[config.mk]
export PLATFORM = sky130hd
export DESIGN_NAME = hps_ext_bus_slave
export DESIGN_NICKNAME = d
export VERILOG_FILES = /design/src/rtl/hps_ext_bus_slave.sv
export SDC_FILE = /design/constraint.sdc
export NUM_CORES = 1
export LEC_CHECK = 0
export BUFFER_PORTS_ARGS = -buffer_cell sky130_fd_sc_hd__buf_2
export CAP_MARGIN = 40
export CORE_MARGIN = 10
export CORE_UTILIZATION = 46
export DETAILED_ROUTE_END_ITERATION = 6
export PLACE_DENSITY = 0.91
export SLEW_MARGIN = 30
export SYNTH_ARGS = -nofsm -noshare
export SYNTH_HDL_FRONTEND = slang
export SYNTH_SLANG_ARGS = --single-unit
[constraint.sdc]
create_clock -name clock -period 5.5 [get_ports clock]
set_input_delay 0.275 -clock clock [delete_from_list [all_inputs] [get_ports clock]]
set_output_delay 0.275 -clock clock [all_outputs]
set_load 0.01 [all_outputs]
[src/rtl/hps_ext_bus_slave.sv]
// HPS external-bus (Avalon conduit) slave: turns held read/write requests into single-word
// accesses on the sc_computer debug memory port. Optional mem_ready timeout: BRIDGE_TIMEOUT_EN.
module hps_ext_bus_slave #(
    parameter int unsigned ADDR_W      = 24,
    parameter int unsigned TIMEOUT_CYC = 255,
    parameter logic [31:0] ERR_DATA    = 32'hDEADBEEF
) (
    input  logic              clock,
    input  logic              resetn,
    input  logic [ADDR_W-1:0] avalon_address,
    input  logic [3:0]        avalon_byte_enable,
    input  logic              avalon_read,
    input  logic              avalon_write,
    input  logic [31:0]       avalon_write_data,
    output logic              avalon_acknowledge,
    output logic [31:0]       avalon_read_data,
    output logic [ADDR_W-3:0] mem_addr,
    output logic [3:0]        mem_be,
    output logic [31:0]       mem_wdata,
    output logic              mem_re,
    output logic              mem_we,
    input  logic [31:0]       mem_rdata,
    input  logic              mem_ready,
    output logic              bus_busy,
    output logic [7:0]        err_count
);

    typedef enum logic [1:0] {StIdle, StAccess, StAck, StRelease} state_e;

    state_e              state_q;
    logic [ADDR_W-3:0]   addr_q;
    logic [3:0]          be_q;
    logic [31:0]         wdata_q;
    logic [31:0]         rdata_q;
    logic                re_q;
    logic                we_q;
    logic                ack_q;
    logic [7:0]          err_q;

    // Word-aligned accesses only; the byte offset carries no information.
    logic unused_addr_lsb;
    assign unused_addr_lsb = ^avalon_address[1:0];

`ifdef BRIDGE_TIMEOUT_EN
    localparam logic [7:0] TimeoutLast = 8'(TIMEOUT_CYC - 1);
    logic [7:0] wait_q;
`else
    logic [7:0] unused_timeout;
    assign unused_timeout = 8'(TIMEOUT_CYC);
`endif

    always_ff @(posedge clock or negedge resetn) begin
        if (!resetn) begin
            state_q <= StIdle;
            addr_q  <= '0;
            be_q    <= '0;
            wdata_q <= '0;
            rdata_q <= '0;
            re_q    <= 1'b0;
            we_q    <= 1'b0;
            ack_q   <= 1'b0;
            err_q   <= '0;
`ifdef BRIDGE_TIMEOUT_EN
            wait_q  <= '0;
`endif
        end else begin
            ack_q <= 1'b0;
            case (state_q)
                StIdle: begin
                    if (avalon_read && avalon_write) begin
                        if (err_q != 8'hFF) err_q <= err_q + 8'd1;
                        rdata_q <= ERR_DATA;
                        ack_q   <= 1'b1;
                        state_q <= StAck;
                    end else if (avalon_read || avalon_write) begin
                        addr_q  <= avalon_address[ADDR_W-1:2];
                        be_q    <= avalon_read ? 4'hF : avalon_byte_enable;
                        wdata_q <= avalon_write_data;
                        re_q    <= avalon_read;
                        we_q    <= avalon_write;
`ifdef BRIDGE_TIMEOUT_EN
                        wait_q  <= '0;
`endif
                        state_q <= StAccess;
                    end
                end
                StAccess: begin
                    if (mem_ready) begin
                        if (re_q) rdata_q <= mem_rdata;
                        re_q    <= 1'b0;
                        we_q    <= 1'b0;
                        ack_q   <= 1'b1;
                        state_q <= StAck;
                    end
`ifdef BRIDGE_TIMEOUT_EN
                    else if (wait_q == TimeoutLast) begin
                        if (err_q != 8'hFF) err_q <= err_q + 8'd1;
                        rdata_q <= ERR_DATA;
                        re_q    <= 1'b0;
                        we_q    <= 1'b0;
                        ack_q   <= 1'b1;
                        state_q <= StAck;
                    end else begin
                        wait_q <= wait_q + 8'd1;
                    end
`endif
                end
                StAck: begin
                    state_q <= StRelease;
                end
                StRelease: begin
                    // Hold here until the master drops its request so it is not re-issued.
                    if (!avalon_read && !avalon_write) state_q <= StIdle;
                end
                default: state_q <= StIdle;
            endcase
        end
    end

    assign avalon_acknowledge = ack_q;
    assign avalon_read_data   = rdata_q;
    assign mem_addr           = addr_q;
    assign mem_be             = be_q;
    assign mem_wdata          = wdata_q;
    assign mem_re             = re_q;
    assign mem_we             = we_q;
    assign bus_busy           = (state_q != StIdle);
    assign err_count          = err_q;

endmodule

Yosys cells after proc, flatten, opt, wreduce, memory -nomap -nowiden:

Cells that the tools add are included.

* flip-flop bits (word level): 103
* latch bits: 0
* memory bits (writable): 0
* memory bits (read-only): 0
* input port bits: 97
* output and inout port bits: 102
* word-level logic and storage cells: 55
* memories: 0

* $add $sub $neg: 1
* multipliers: 0
* div/mod/pow operators: 0
* order comparisons: 0
* eq/ne operators: 11
* shift operators: 0
* multiplexer cells: 20
* bitwise operators: 1
* reduce and logical (&&, ||, !) cells: 13

Operators by type and width (count)
* 32-bit 2-to-1 mux: 3
* 32-bit case mux with 2 select lines: 1
* 2-bit inequality test (second input constant): 6
* 3-bit AND reduction: 3
* 8-bit by 1-bit adder with 8-bit output (second input constant): 1
* 2-bit 2-to-1 mux: 4
* 8-bit inequality test (second input constant): 1
* 2-bit case mux with 4 select lines: 1
* 4-bit AND reduction: 2
* 1-bit 2-to-1 mux: 7
* 1-bit case mux with 2 select lines: 3
* 2-bit equality test (second input constant): 2
* 4-bit 2-to-1 mux: 1
* 2-bit nonzero test: 2
* 3-bit inequality test (second input constant): 1
* 2-bit by 1-bit equality test with 1-bit output (second input constant): 1
* 1-bit logical AND: 2
* 1-bit zero test: 2
* 2-bit zero test: 1
* 1-bit logical OR: 1
* 1-bit inverter: 1

Logic depth before layout (Yosys ltp):

Gate-level depths: netlist of the first run.

* depth after elaboration: 4
* mapped depth: 8
* gate-level depth less buffers: 6

Worst setup path after synthesis of the first run:

OpenSTA, ideal clock, no wires.

* path kind: register -> register
* from: reg state_q[1]
* to: reg rdata_q[28], in the netlist avalon_read_data[28]
* library setup time: 0.141 ns
* data arrival time: 1.806 ns
* required time: 5.359 ns
* path slack: 3.553 ns
* stages on the path, launching flop included: 8
* path buffers: 2
* period minus slack after synthesis: 1.947 ns
* cells stage by stage: dfrtp_1 inv_1 ha_1 clkbuf_1 nor2b_1 a2111oi_4 clkbuf_1 a31oi_1

* word-level cells in the longest chain between the ends: 3
* elaborated cells on any way between the ends: 8
* classes of those cells: eq/ne (4); mux (1); reduce/logical (3)

RTL lines
* from (decl): line 30 `state_e state_q;`
* from (signal assigned): line 54 `state_q <= StIdle;`
* from (signal assigned): line 74 `state_q <= StAck;`
* from (signal assigned): line 84 `state_q <= StAccess;`
* 2-bit by 1-bit equality test with 1-bit output or 2-bit zero test (tied branches): line 68 `case (state_q)`
* 2-bit inequality test (no line) or 2-bit nonzero test (tied branches)
* 4-bit AND reduction (no line)
* to (signal assigned): line 89 `if (re_q) rdata_q <= mem_rdata;`
* to (decl): line 34 `logic [31:0] rdata_q;`

Several ways; a longest one is shown, not always the timed one.
A chain may end at the register's enable or synchronous reset.

Worst setup path after layout of the first run:

* from: reg state_q[1]
* to: reg rdata_q[16], in the netlist avalon_read_data[16]

The elaborated chain is that of the path after synthesis.

==> flow_summary.yaml, run 1 <==
die:
  die_h_microns: 115.7
  coreArea_sq_um: 8806
  start_util_pct: 47.87
  io_pins: 199
  dieArea_sq_um: 13390
  dieWidth_microns: 115.7
  rows: 34
timing:
  fin_skew_ps: 22.38
  hold_slack_ps: 139.0
  fin_crit_sh_pct: 43.29
  setup_violations: 0
  slew_violations: 0
  fmax_ghz: 0.4200
  hold_viol: 0
  worst_slew_pin_slew_ps: 731.1
  min_period_ps: 2381
  rsz0062_at_grt: "no"
  tns_ps: 0
  relSlewSlack_pct: 51.26
clock_network:
  clk_pin_slew_ps: 110
  clk_latency_ps: 360
  htreeDepth: 3
  clkSinkCount: 103
  cts_buffer_depth: 2
  cts_made_buffers: 9
  root_buffer: "clkbuf_8"
  cts_tree: "yes"
  ctsResizeCount: 0
logic_synthesis:
  ys_warn_count: 0
  synth_cell_type_count: 25
  synth-seq-area-share_pct: 61.15
  syn-num-nets: 454
  synthCells: 348
  synth_seq_cells: 103
  avgSynthCellArea_sq_um: 12.11
  syn_area_sq_um: 4215
placed_design:
  port_buffers: 196
  place_inst: 640
  gp_congestion: 0.7474
  dpl.hpwl_mm: 8.458
setup_path:
  cp_max_fo: 64
  crit_type: "reg2reg"
  start_kind: "flip-flop"
  end_kind: "flip-flop"
  timing.rr.end: "avalon_read_data[16]"
  critPathArrivalTime_ps: 2640
  reg2reg_from: "state_q[1]"
  regToRegSetupSlack_ps: 3120
  cp.required_ps: 5750
  r2r_cells: 8
routing:
  dr.pass1.iters: 5
  drcViolationCount: 0
  drt_iter0_drc: 180
  drt-total-wl_mm: 10.88
  ant_nets: 0
  via_per_inst: 4.927
  vias: 3237
  wl_per_cell_microns: 16.55
cells_and_area:
  instances_no_fill: 657
  diodes: 0
  drive_gt1_share_pct: 50.09
  nets: 650
  fillers: 721
  syn2layout_area_growth_pct: 30.51
global_route:
  grt_pass1_vias: 3393
  grt.busiest_layer: "met2"
  use_met3_pct: 7.183
  antenna_found_initial: 0
  overflow: 0
  grt_pass1_wl_mm: 16.72
  grt_start_max_net_pins: 65
  grtUsageMet2_pct: 26.24
  grtUsageTotal_pct: 15.46
  grtUsageMet1_pct: 17.31
worst_hold_path:
  hp-start: "avalon_address[6]"
  hold_class: "in2reg"
  holdPathEnd: "mem_addr[4]"
  holdPathStages: 2
power:
  cellLeakagePower_nw: 2.770
  p_per_area_nw_per_um2: 577.9
  peakVddDrop_mv: 0.3132
flow_run:
  maxCapViolCount: 0
outcome:
  outcome: "complete, no violations"
[registers in the layout, indices dropped and copies added, names as in the netlist]
signal              cells
mem_be                  4
mem_addr               22
mem_we                  1
err_count               8
mem_wdata              32
avalon_acknowledge      1
state_q                 2
avalon_read_data       32
mem_re                  1
[logic make-up (layout without fill, tap and decap cells)]
logic type | count (synthesis) | in the layout | share of synthesized area [%]
multiplexers | 59 | 59 | 15.67
AND/OR/NAND/NOR | 69 | 69 | 7.124
flip-flops | 103 | 103 | 61.15
buffers and inverters | 57 | 258 | 5.372
XOR/XNOR | 5 | 5 | 1.039
adder cells (fa/ha/maj) | 9 | 9 | 2.671
AO/OA/AOI/OAI | 46 | 46 | 6.976
[Yosys cell counts]
master,count,area (sq um)
buf_4,2,15.01
a21oi_1,1,5.000
ha_1,9,112.6
a31oi_1,24,150.1
o21ai_0,16,80.08
xnor2_1,5,43.79
clkbuf_1,11,41.29
nand3_1,15,75.07
a211o_1,1,8.760
nand2b_1,1,6.260
nor2_1,34,127.6
a211oi_1,1,7.510
inv_1,40,150.1
buf_2,4,20.02
nand2_1,12,45.04
mux2i_1,3,30.03
nand4_1,2,12.51
a21boi_0,1,7.510
and3_1,1,6.260
dfrtp_1,103,2577
nor2b_1,3,18.77
and4_1,1,8.760
o21a_1,1,7.510
a2111oi_4,1,27.53
mux2_2,56,630.6
[timing repair]
| action | in CTS | in global routing |
|---|---|---|
| endpoints found under the hold margin | 28 | 0 |
| hold buffers | 1 | 0 |
| setup buffers | 0 | 0 |
| setup endpoints to repair | 0 | 0 |
[per-stage QoR]
step           cell area (sq um)  power (W)  util, %  setup slack [ps]
2_1_floorplan               4215   0.002191        -              3553
3_3_place_gp                5290   0.002701    60.07              3231
3_5_place_dp                5310   0.002791    60.30              3115
4_1_cts                     5502   0.003232    62.48              3095
5_1_grt                     5502   0.003419    62.48              2929
6_report                    5502   0.003179    62.48              3119
[metal layers]
metal / wire [microns] / share of wire (%)
met1: 4256 / 39
met2: 5315 / 49
met3: 1167 / 11
met4: 136 / 1.3
met5: 0 / 0
[worst max-delay path by stage]
stage	to	slack (ps)	start	depth (start not counted)
floorplan	avalon_read_data[28]	3550	state_q[1]	7
global placement	avalon_read_data[22]	3230	state_q[1]	8
detailed placement	avalon_read_data[13]	3110	state_q[1]	8
CTS	avalon_read_data[13]	3090	state_q[1]	8
global route	avalon_read_data[16]	2930	state_q[1]	8
finish	avalon_read_data[16]	3120	state_q[1]	8
[worst max-delay path: stages, from the launching register on]
cell and delay (ps):
dfrtp_1 400, inv_1 110, ha_1 190, buf_4 240
nor2b_1 210, a2111oi_4 310, buf_4 520, nor2_1 90
a31oi_1 200
[power by group]
part	switching [W]	leakage [nW]	total, W	internal, W
Sequential	0.000186	1.19	0.00131	0.00112
Clock	0.000259	0.0926	0.000438	0.000179
Combinational	0.000793	1.49	0.00144	0.000643
Total	0.00124	2.77	0.00318	0.00194
[cells in the final DEF, fill, tap and decap left out, types with 2 or more instances in the layout]
cell,instances
clkbuf_8,10
inv_1,40
nor2b_1,3
nand2_1,11
a31oi_1,24
clkinv_2,2
dfrtp_1,103
xnor2_1,5
mux2_2,56
clkinv_4,2
buf_4,5
ha_1,9
buf_2,195
nor2_1,34
nand3_1,15
mux2i_1,3
o21ai_0,16
nand4_1,2
[cell type report]
class,instances,area [sq um],share of cell area [%]
Sequential cell,103,2577,46.85
Multi-Input combinational cell,188,1414,25.70
Timing Repair Buffer,202,1044,18.97
Inverter,40,150.1,2.729
Clock buffer,10,137.6,2.502
Tap cell,108,135.1,2.456
Clock inverter,6,43.79,0.7960
Note: power is estimated with default switching activity, not from simulation.
==> run 2, diff against run 1 <==
Clock period 5.5 ns to 2.4 ns, I/O delays scaled along.
==> flow_summary.yaml, run 2 (synthesis results as in run 1) <==
outcome:
  outcome: "complete, no violations"
cells_and_area:
  final_util_pct: 69.47
  final_cell_mix: "buf_2 (195), dfrtp_1 (103), dlygate4sd3_1 (59), mux2_2 (56), inv_1 (40)"
  syn2layout_area_growth_pct: 45.12
  final_cell_area_sq_um: 6117
  final_common_cell: "buf_2"
  nets: 707
  drive_gt1_share_pct: 45.12
die:
  dieArea_sq_um: 13390
  die_h_microns: 115.7
  io_pins: 199
  rows: 34
  start_util_pct: 47.87
  dieWidth_microns: 115.7
  coreArea_sq_um: 8806
global_route:
  grt_pass1_vias: 3807
  grt_pass1_wl_mm: 19.48
  overflow: 0
  grtUsageTotal_pct: 18.08
  antenna_found_initial: 1
  grt_start_max_net_pins: 65
timing:
  fmax_ghz: 0.5041
  min_period_ps: 1984
  hold_viol: 0
  setup_violations: 0
  fin_crit_sh_pct: 82.66
  relSlewSlack_pct: 51.69
  rsz0062_at_grt: "no"
  tns_ps: 0
  hold_slack_ps: 13.88
  fin_skew_ps: 13.35
  worst_slack_ps: 416.2
  slew_violations: 0
  worst_slew_pin_slew_ps: 724.7
setup_path:
  cp_max_fo: 64
  critPathArrivalTime_ps: 2240
  slowest_stage: "dfrtp_1"
  cp.required_ps: 2650
  path_cells: "inv_1, ha_1, nor2_1, a2111oi_4, buf_12, nor2_1, a31oi_1"
  end_kind: "flip-flop"
  regToRegSetupSlack_ps: 420
  start_kind: "flip-flop"
  crit_type: "reg2reg"
  slowest_delay_ps: 420
  crit_top_cell: "nor2_1"
clock_network:
  clkSinkCount: 103
  cts_tree: "yes"
  ctsResizeCount: 0
  clk_latency_ps: 350
  clk_pin_slew_ps: 100
  root_buffer: "clkbuf_8"
  cts_made_buffers: 9
  cts_buffer_depth: 2
  htreeDepth: 3
routing:
  vias: 3504
  via_per_inst: 4.908
  dr.pass1.iters: 4
  ant_nets: 0
  drcViolationCount: 0
  drt-total-wl_mm: 12.46
  wl_per_cell_microns: 17.45
  drt_iter0_drc: 259
worst_hold_path:
  hold_class: "in2reg"
placed_design:
  gp_congestion: 0.7312
  port_buffers: 196
  place_ws_ps: 457.4
  dpl.hpwl_mm: 8.490
  post_dp_cell_area_sq_um: 5328
power:
  cellLeakagePower_nw: 3.018
  peakVddDrop_mv: 0.7539
  p_per_area_nw_per_um2: 1241
flow_run:
  maxCapViolCount: 0
-- run 2: cell count changes in the layout (fill, tap and decap cells not counted) --
cell,previous run,this run
buf_12,1,3
buf_4,5,2
bufinv_16,0,1
clkinv_2,2,1
clkinv_4,2,1
clkinvlp_4,1,2
diode_2,0,1
dlygate4sd3_1,1,59
inv_6,1,0
-- run 2: report_power, final --
group	switching [W]	leakage, nW	internal (W)	total, W
clock	0.000575	0.0944	0.000506	0.00108
sequential	0.000446	1.19	0.00257	0.00301
combinational	0.00191	1.73	0.00159	0.00350
total	0.00293	3.02	0.00466	0.00759
-- run 2: stage by stage --
step	instances	total power, W
after CTS	710	0.007610
after floorplan	348	0.005020
after global routing	714	0.008118
final	714	0.007588
after detailed placement	639	0.006457
after global placement	639	0.006256
-- run 2: repair_timing --
| item | in CTS | in global routing |
|---|---|---|
| endpoints found under the hold margin | 111 | 3 |
| hold buffers | 56 | 3 |
| buffers inserted | 0 | 0 |
-- run 2: path summary, 6_finish.rpt --
check | start | to | cells after the start
setup reg to reg | state_q[1] | avalon_read_data[13] | 7
min in group asynchronous | resetn | mem_addr[21] | 2
setup / recovery | state_q[1] | avalon_read_data[13] | 7
hold reg to reg | mem_be[1] | mem_be[1] | 2
hold / removal | mem_rdata[11] | avalon_read_data[11] | 3
max in group asynchronous | resetn | state_q[0] | 3
-- run 2: critical path, delay by kind of cell, from the launching register on --
family          cells  cell delay, ps
fa+ha+maj           1             290
flops               1             420
simple gates        2             200
buf+inv             2             430
compound gates      2             520
-- run 2: per-layer routing --
metal  track usage [%]  share of wire [%]
met1             19.33                 38
met2             32.34                 51
met3             8.114                 10
met4             3.837               0.76
met5                 0                  0
-- run 2: area by class of cell --
cell class              instances  area (sq um)
well taps                     108         135.1
clock buffers                  10         137.6
clock inverters                 5         58.81
diodes                          1         2.502
fillers                       591          2689
flip-flops and latches        103          2577
inverters                      40         150.1
multi-input cells             188          1414
repair buffers                259          1642
==> run 3, diff against run 2 <==
Clock period 2.4 ns to 2.01 ns, I/O delays scaled along.
==> flow_summary.yaml, run 3 (synthesis results as in run 1) <==
die:
  dieArea_sq_um: 13390
  rows: 34
  io_pins: 199
  dieWidth_microns: 115.7
  start_util_pct: 47.87
  die_h_microns: 115.7
  coreArea_sq_um: 8806
clock_network:
  clkSinkCount: 103
  clk_latency_ps: 350
  cts_buffer_depth: 2
  root_buffer: "clkbuf_8"
  htreeDepth: 3
  cts_made_buffers: 9
  cts_tree: "yes"
  clk_pin_slew_ps: 90
cells_and_area:
  syn2layout_area_growth_pct: 52.86
  nets: 738
  drive_gt1_share_pct: 44.03
  final_util_pct: 73.17
  final_cell_area_sq_um: 6444
  final_common_cell: "buf_2"
  final_cell_mix: "buf_2 (195), dfrtp_1 (103), dlygate4sd3_1 (83), mux2_2 (56), inv_1 (40)"
setup_path:
  crit_type: "reg2reg"
  r2r_cells: 8
  timing.rr.end: "avalon_read_data[25]"
  critPathArrivalTime_ps: 2220
  regToRegSetupSlack_ps: 50
  cp_max_fo: 16
  cp.required_ps: 2260
  end_kind: "flip-flop"
  reg2reg_from: "state_q[0]"
  start_kind: "flip-flop"
global_route:
  antenna_found_initial: 3
  use_met3_pct: 8.372
  overflow: 0
  grt_pass1_vias: 4070
  grt_start_max_net_pins: 65
  grt_pass1_wl_mm: 21.06
  grtUsageMet1_pct: 20.53
  grtUsageMet2_pct: 35.09
  grt.busiest_layer: "met2"
  grtUsageTotal_pct: 19.78
timing:
  fin_crit_sh_pct: 97.71
  setup_violations: 0
  min_period_ps: 1964
  fin_skew_ps: 12.47
  relSlewSlack_pct: 67.92
  hold_viol: 0
  worst_slack_ps: 46.01
  slew_violations: 0
  fmax_ghz: 0.5092
  worst_slew_pin_slew_ps: 481.2
routing:
  dr.pass1.iters: 4
  wl_per_cell_microns: 18.72
  drt_iter0_drc: 266
  drt-total-wl_mm: 14.00
  drcViolationCount: 0
  vias: 3727
  via_per_inst: 4.983
  ant_nets: 0
power:
  peakVddDrop_mv: 0.7459
  p_total_w: 0.009430
  cellLeakagePower_nw: 3.167
  p_per_area_nw_per_um2: 1463
placed_design:
  dpl.hpwl_mm: 8.640
  place_ws_ps: 83.88
  gp_congestion: 0.7362
  port_buffers: 196
  post_dp_cell_area_sq_um: 5343
flow_run:
  maxCapViolCount: 0
worst_hold_path:
  holdPathEnd: "avalon_read_data[22]"
  hold_class: "in2reg"
  holdPathStages: 3
  hp-start: "mem_rdata[22]"
outcome:
  outcome: "complete, no violations"
[run 3: per-stage QoR]
step / setup TNS [ps] / hold WS [ps] / std cells
2_1_floorplan: 0 / -195.1 / 348
3_3_place_gp: 0 / 86.49 / 641
3_5_place_dp: 0 / 92.34 / 641
4_1_cts: 0 / 0.2315 / 739
5_1_grt: -481.9 / 13.55 / 747
6_report: 0 / 17.17 / 748
[run 3: power by group]
group | total (W) | internal [W] | switching, W
Sequential | 0.00362 | 0.00307 | 0.000552
Combinational | 0.00449 | 0.00205 | 0.00244
Clock | 0.00132 | 0.000642 | 0.000676
[run 3: how the worst max path moves through the flow]
| stage | startpoint | to | slack (ps) | cells past startpoint |
|---|---|---|---|---|
| floorplan | state_q[1] | avalon_read_data[28] | 60 | 7 |
| global placement | state_q[1] | avalon_read_data[23] | 220 | 7 |
| detailed placement | state_q[1] | avalon_read_data[28] | 80 | 7 |
| CTS | state_q[1] | avalon_read_data[28] | 50 | 7 |
| global route | state_q[0] | avalon_read_data[25] | -60 | 8 |
| finish | state_q[0] | avalon_read_data[25] | 50 | 8 |
[run 3: worst max-delay path, cell delays in order (launching register included)]
cell,delay [ps]
dfrtp_1,400
inv_1,110
ha_1,250
nor2b_1,170
a2111oi_4,300
buf_4,220
clkbuf_16,180
nor2_1,50
a31oi_1,190
[run 3: layout make-up]
class / instances / area [sq um]
Sequential cell: 103 / 2577
Inverter: 40 / 150.1
Tap cell: 108 / 135.1
Clock buffer: 11 / 151.4
Antenna cell: 4 / 10.01
Timing Repair Buffer: 290 / 1951
Clock inverter: 4 / 55.05
Fill cell: 567 / 2362
Multi-Input combinational cell: 188 / 1414
[run 3: repair_timing]
action / CTS / global route
resized for setup: 0 / 3
endpoints found under the hold margin: 115 / 0
hold buffers: 83 / 0
setup endpoints to repair: 0 / 31
setup buffers: 0 / 3
[run 3: routing by layer]
layer  vias up  part of all wire (%)
li1       1739                     -
met1      1809                    36
met2       156                    53
met3        23                   8.9
met4         0                   1.9
met5         -                     0
